==> src/rtl/barreira_ctrl_if.sv <==
// Bundle between the plate-recognition front end / barrier actuator side and
// the barrier controller. The front end (master) drives the plate read and the
// vehicle sensor. The controller (slave) returns barrier status and bookkeeping.
interface barreira_ctrl_if #(
  parameter int PLATE_W = 24,
  parameter int CNT_W   = 7
);
  logic [PLATE_W-1:0] matricula;
  logic               matr_val;
  logic               sensor_carro;
  logic               barreira_aberta;
  logic [PLATE_W-1:0] matr_atual;
  logic [CNT_W-1:0]   ciclo_atual;
  logic [CNT_W-1:0]   ciclo_fecho;
  logic [CNT_W-1:0]   n_passagens;
  logic               fecho_pulso;

  modport master (
    output matricula, matr_val, sensor_carro,
    input  barreira_aberta, matr_atual, ciclo_atual, ciclo_fecho,
           n_passagens, fecho_pulso
  );

  modport slave (
    input  matricula, matr_val, sensor_carro,
    output barreira_aberta, matr_atual, ciclo_atual, ciclo_fecho,
           n_passagens, fecho_pulso
  );
endinterface

==> src/rtl/barreira_ctrl.sv <==
// Parking-barrier controller. It accepts non-zero validated plate reads and
// holds the barrier open for OPEN_CYCLES cycles. Each new read restarts that
// window. After expiry the barrier stays open while a vehicle is still under
// the boom. A free-running cycle counter lets the controller publish the
// scheduled close cycle of the last accepted plate.
//
//   state   | meaning
//   --------+------------------------------------------------------------
//   FECHADA | barrier closed, waiting for a plate
//   ABERTA  | barrier open, hold timer counting down to zero
//   ESPERA  | hold time expired, vehicle still present, waiting for it
//
// OPEN_CYCLES must lie in 1 .. 2**CNT_W-1 so that the reload value fits the
// timer.
module barreira_ctrl #(
  parameter int OPEN_CYCLES = 6,
  parameter int CNT_W       = 7,
  parameter int PLATE_W     = 24
) (
  input logic            clk,
  input logic            rst_n,
  barreira_ctrl_if.slave bus
);

  typedef enum logic [1:0] {
    FECHADA = 2'd0,
    ABERTA  = 2'd1,
    ESPERA  = 2'd2
  } state_t;

  localparam logic [CNT_W-1:0] OPEN_C = CNT_W'(OPEN_CYCLES);
  // The timer counts the cycles that remain after the accepting edge,
  // so it is reloaded with one less than the hold time.
  localparam logic [CNT_W-1:0] RELOAD = CNT_W'(OPEN_CYCLES - 1);
  localparam logic [CNT_W-1:0] N_MAX  = {CNT_W{1'b1}};

  state_t             state;
  state_t             state_nxt;
  logic [CNT_W-1:0]   timer;
  logic [CNT_W-1:0]   timer_nxt;
  logic               accept;
  logic               close_evt;

  logic               aberta_q;
  logic               pulso_q;
  logic [PLATE_W-1:0] plate_q;
  logic [CNT_W-1:0]   ciclo_q;
  logic [CNT_W-1:0]   fecho_q;
  logic [CNT_W-1:0]   npass_q;

  // A plate code of zero means "no plate", so it is never accepted.
  assign accept = bus.matr_val && (bus.matricula != '0);

  // Next-state and timer decode. An accept has priority over expiry and over
  // sensor release.
  always_comb begin
    state_nxt = state;
    timer_nxt = timer;
    close_evt = 1'b0;
    if (accept) begin
      state_nxt = ABERTA;
      timer_nxt = RELOAD;
    end else begin
      case (state)
        FECHADA: begin
          state_nxt = FECHADA;
        end
        ABERTA: begin
          if (timer != '0) begin
            timer_nxt = timer - 1'b1;
          end else if (!bus.sensor_carro) begin
            state_nxt = FECHADA;
            close_evt = 1'b1;
          end else begin
            state_nxt = ESPERA;
          end
        end
        ESPERA: begin
          if (!bus.sensor_carro) begin
            state_nxt = FECHADA;
            close_evt = 1'b1;
          end
        end
        default: begin
          state_nxt = FECHADA;
          timer_nxt = '0;
        end
      endcase
    end
  end

  // State and hold-timer registers.
  always_ff @(posedge clk) begin
    if (!rst_n) begin
      state <= FECHADA;
      timer <= '0;
    end else begin
      state <= state_nxt;
      timer <= timer_nxt;
    end
  end

  // Barrier command and close pulse are registered from the next state.
  // A reset clears both, so a reset never produces a close pulse.
  always_ff @(posedge clk) begin
    if (!rst_n) begin
      aberta_q <= 1'b0;
      pulso_q  <= 1'b0;
    end else begin
      aberta_q <= (state_nxt != FECHADA);
      pulso_q  <= close_evt;
    end
  end

  // Free-running cycle counter. It wraps at 2**CNT_W.
  always_ff @(posedge clk) begin
    if (!rst_n) begin
      ciclo_q <= '0;
    end else begin
      ciclo_q <= ciclo_q + 1'b1;
    end
  end

  // Per-accept bookkeeping: last plate, scheduled close cycle (modulo
  // counter width), and a passage count that saturates.
  always_ff @(posedge clk) begin
    if (!rst_n) begin
      plate_q <= '0;
      fecho_q <= '0;
      npass_q <= '0;
    end else if (accept) begin
      plate_q <= bus.matricula;
      fecho_q <= ciclo_q + OPEN_C;
      if (npass_q != N_MAX) begin
        npass_q <= npass_q + 1'b1;
      end
    end
  end

  assign bus.barreira_aberta = aberta_q;
  assign bus.fecho_pulso     = pulso_q;
  assign bus.matr_atual      = plate_q;
  assign bus.ciclo_atual     = ciclo_q;
  assign bus.ciclo_fecho     = fecho_q;
  assign bus.n_passagens     = npass_q;

endmodule

==> src/flat_wrapper.sv <==
// flat-port wrapper written by rule: the top's interface ports become plain ports
module barreira_ctrl_flat 
#(
  parameter int OPEN_CYCLES = 6,
  parameter int CNT_W       = 7,
  parameter int PLATE_W     = 24
)
  (clk, rst_n, bus_matricula, bus_matr_val, bus_sensor_carro, bus_barreira_aberta, bus_matr_atual, bus_ciclo_atual, bus_ciclo_fecho, bus_n_passagens, bus_fecho_pulso);
  barreira_ctrl_if #(.PLATE_W(PLATE_W), .CNT_W(CNT_W)) bus_i ();
  input logic clk;
  input logic rst_n;
  input wire logic [$bits(bus_i.matricula)-1:0] bus_matricula;
  input wire logic [$bits(bus_i.matr_val)-1:0] bus_matr_val;
  input wire logic [$bits(bus_i.sensor_carro)-1:0] bus_sensor_carro;
  output wire logic [$bits(bus_i.barreira_aberta)-1:0] bus_barreira_aberta;
  output wire logic [$bits(bus_i.matr_atual)-1:0] bus_matr_atual;
  output wire logic [$bits(bus_i.ciclo_atual)-1:0] bus_ciclo_atual;
  output wire logic [$bits(bus_i.ciclo_fecho)-1:0] bus_ciclo_fecho;
  output wire logic [$bits(bus_i.n_passagens)-1:0] bus_n_passagens;
  output wire logic [$bits(bus_i.fecho_pulso)-1:0] bus_fecho_pulso;
  assign bus_i.matricula = bus_matricula;
  assign bus_i.matr_val = bus_matr_val;
  assign bus_i.sensor_carro = bus_sensor_carro;
  assign bus_barreira_aberta = bus_i.barreira_aberta;
  assign bus_matr_atual = bus_i.matr_atual;
  assign bus_ciclo_atual = bus_i.ciclo_atual;
  assign bus_ciclo_fecho = bus_i.ciclo_fecho;
  assign bus_n_passagens = bus_i.n_passagens;
  assign bus_fecho_pulso = bus_i.fecho_pulso;
  barreira_ctrl #(.OPEN_CYCLES(OPEN_CYCLES), .CNT_W(CNT_W), .PLATE_W(PLATE_W)) u_core (.clk(clk), .rst_n(rst_n), .bus(bus_i));
endmodule
==> config.mk <==
export PLATFORM = sky130hd
export DESIGN_NAME = barreira_ctrl_flat
export DESIGN_NICKNAME = d
export VERILOG_FILES = /design/src/rtl/barreira_ctrl_if.sv /design/src/rtl/barreira_ctrl.sv /design/src/flat_wrapper.sv
export SDC_FILE = /design/constraint.sdc
export NUM_CORES = 1
export LEC_CHECK = 0
export BUFFER_PORTS_ARGS = -buffer_cell sky130_fd_sc_hd__buf_2
export CORE_ASPECT_RATIO = 1.4
export CORE_UTILIZATION = 55
export CTS_CLUSTER_SIZE = 30
export DETAILED_ROUTE_END_ITERATION = 10
export PLACE_DENSITY_LB_ADDON = 0.15
export SLEW_MARGIN = 20
export SYNTH_ARGS = -nofsm -noshare
export SYNTH_HDL_FRONTEND = slang
export SYNTH_SLANG_ARGS = --single-unit
export TNS_END_PERCENT = 100
==> constraint.sdc <==
create_clock -name clk -period 2.81 [get_ports clk]
set_clock_uncertainty 0.1 [all_clocks]
set_input_delay 0.4215 -clock clk [delete_from_list [all_inputs] [get_ports clk]]
set_output_delay 0.4215 -clock clk [all_outputs]
set_load 0.005 [all_outputs]
==> reports/qor.yml <==
clock_tree:
  cts_buffer_depth: 2
  cts-htree-levels: 2
  cts-resized-gates: 0
  cts_root_buffer: "clkbuf_8"
  cts_tree: "yes"
  post_cts_buffers: 0
  clkSinkCount: 56
  cts_made_buffers: 5
  clk_pin_slew_ns: 0.10
  cts_hold_buf: 0
  clk_latency_ns: 0.30
drt:
  vias_per_cell: 5.29
  ant_nets: 0
  drtPass1Iterations: 4
  wl_per_cell_um: 12.4
  routed_wl_um: 5240
  first_iter_violations: 67
  drc: 0
  num_vias: 2233
pwr:
  irDropWorstVdd_v: 0.000349
  p_per_area_mw_per_mm2: 517
  p_leak_uw: 0.00131
global_route:
  grt_first_pass_wirelength_um: 8550
  grt_pass1_vias: 2059
  antenna_found_initial: 0
  grt_start_max_net_pins: 31
  grt-ovfl-total: 0
  grt_usage_pct: 23.1
sta:
  max_freq_ghz: 0.494
  setup_ws_ns: 0.785
  layout_min_cycle_time_ns: 2.02
  timing.hold.ws_ns: 0.209
  worst_pin_slew_ns: 0.453
  setup-violations-final: 0
  slew_viol_final: 0
  grt_setup_unrepaired: "false"
  max-slew-margin-rel_pct: 69.8
  hold_viol: 0
  tns_ns: 0
  fin_crit_sh_pct: 72.1
setup_path:
  cp.arrival_ns: 2.11
  cp-start-kind: "register"
  crit_fanout: 5
  endpoint_kind: "register"
  critPathRequiredTime_ns: 2.89
  setup.worst_path.class: "register to register"
die:
  core_area_mm2: 0.00431
  die_w_um: 59.0
  initial_core_util_pct: 58.1
  ios: 75
  rows: 28
  die_y_um: 81.8
  dieArea_mm2: 0.00483
final_layout:
  area_growth_pct: 20.8
  diodes: 0
  layout_commonest_cell: "buf_2"
  final_layout_size_suffix_gt1_share_pct: 27.3
  layout_common_cells: "74 x buf_2, 56 x dfxtp_1, 46 x nand2_1"
  nets: 398
  finalInstanceArea_mm2: 0.00302
synth:
  syn_inst: 294
  synth_top_area_cell: "dfxtp_1"
  yosys_warnings: 0
  ys_ff_latch: 56
  yosys.cell_types.count: 43
  synth_nets: 331
  synth-edff-count: 0
  synthTopCellsByArea: "dfxtp_1 45%, o21ai_0 7.2%, nand2_1 6.9%"
  synth_top_flop_cell: "dfxtp_1"
  synth_area_mm2: 0.00250
  syn_avg_cell_area_um2: 8.51
  synthDominantCellAreaShare_pct: 44.8
  yosysSeqAreaShare_pct: 44.8
  synthArstFlopShare_pct: 0
status:
  outcome: "finished clean"
place:
  place_congestion: 0.800
  pre_cts_ws_ns: 0.669
  dp_hpwl_um: 3830
  placed_area_mm2: 0.00292
  portBuffers: 74
worst_hold_path:
  hold_path.class: "input pin to register"
flow_run:
  maxCapViolations: 0
-- registers in the layout, summed over array words and instances, names as in the netlist --
name and cells:
u_core.bus.matr_atual 24, u_core.bus.ciclo_atual 7, u_core.bus.ciclo_fecho 7, u_core.bus.n_passagens 7, u_core.timer 7, u_core.state 2
u_core.bus.barreira_aberta 1, u_core.bus.fecho_pulso 1
-- critical path, stage by stage (launching register included) --
cell and delay, ns:
dfxtp_1 0.36, inv_1 0.07, ha_1 0.25, or2_1 0.31
or3b_4 0.44, nor3_2 0.18, xnor2_1 0.13, nor2_1 0.05
-- area by class of cell --
class                           instances  area (um2)
Clock buffer                            6        72.6
Clock inverter                          2        35.0
Fill cell                             375        1280
Inverter                                8        30.0
Multi-Input combinational cell        211        1270
Sequential cell                        56        1120
Tap cell                               60        75.1
Timing Repair Buffer                   79         420
-- Yosys cell counts, types with 2 or more instances --
| library cell | count |
|---|---|
| dfxtp_1 | 56 |
| nand2_1 | 46 |
| o21ai_0 | 36 |
| nand3_1 | 34 |
| clkbuf_1 | 12 |
| nor2_1 | 11 |
| xnor2_1 | 11 |
| ha_1 | 9 |
| inv_1 | 8 |
| a21oi_1 | 6 |
| and2_1 | 6 |
| nor4_1 | 6 |
| mux2i_1 | 4 |
| nand2b_1 | 4 |
| and3_1 | 3 |
| buf_1 | 3 |
| buf_2 | 3 |
| nand4_1 | 2 |
| nor2b_1 | 2 |
| nor3_2 | 2 |
| nor3b_1 | 2 |
| nor4_2 | 2 |
| o211a_1 | 2 |
| or2_1 | 2 |
| or3_4 | 2 |
| or3b_4 | 2 |
| xor2_1 | 2 |
-- per-stage QoR --
step | cells | total power [uW] | util (%)
after floorplan | 294 | 985 | -
after global placement | 414 | 1060 | 67.7
after detailed placement | 414 | 1070 | 67.7
after CTS | 422 | 1580 | 70.2
after global routing | 422 | 1630 | 70.2
final | 422 | 1560 | 70.2
-- cells by family after synthesis --
logic type | Yosys count | synth area share (%)
AOI/OAI and AO/OA | 52 | 11.7
DFF | 56 | 44.8
muxes | 4 | 1.60
and+or+nand+nor | 133 | 28.3
buffers and inverters | 27 | 4.50
adders and majority gates | 9 | 4.50
xor gates and xnor gates | 13 | 4.55
-- path summary, 6_finish.rpt --
| path | start | end | slack, ns | depth (start not counted) |
|---|---|---|---|---|
| worst min-delay path | bus_sensor_carro | u_core.bus.fecho_pulso$_SDFF_PP0_ | 0.21 | 2 |
| worst max register to register | u_core.state[0]$_SDFF_PN0_ | u_core.timer[6]$_SDFFE_PP0P_ | 0.79 | 7 |
| worst min register to register | u_core.bus.matr_atual[7]$_SDFFE_PN0P_ | u_core.bus.matr_atual[7]$_SDFFE_PN0P_ | 0.36 | 2 |
| worst max-delay path | u_core.state[0]$_SDFF_PN0_ | u_core.timer[6]$_SDFFE_PP0P_ | 0.79 | 7 |
-- report_power, final --
part	switching, uW	leakage, uW	internal (uW)
clock	251	0.0000552	265
combinational	104	0.000800	87.5
sequential	26.4	0.000459	830
-- routing by layer --
layer	wire length [um]	track usage (%)
met1	2320	26.1
met2	2550	40.3
met3	253	6.46
met5	0	0
met4	110	9.52
(Power assumes the default switching activity.)
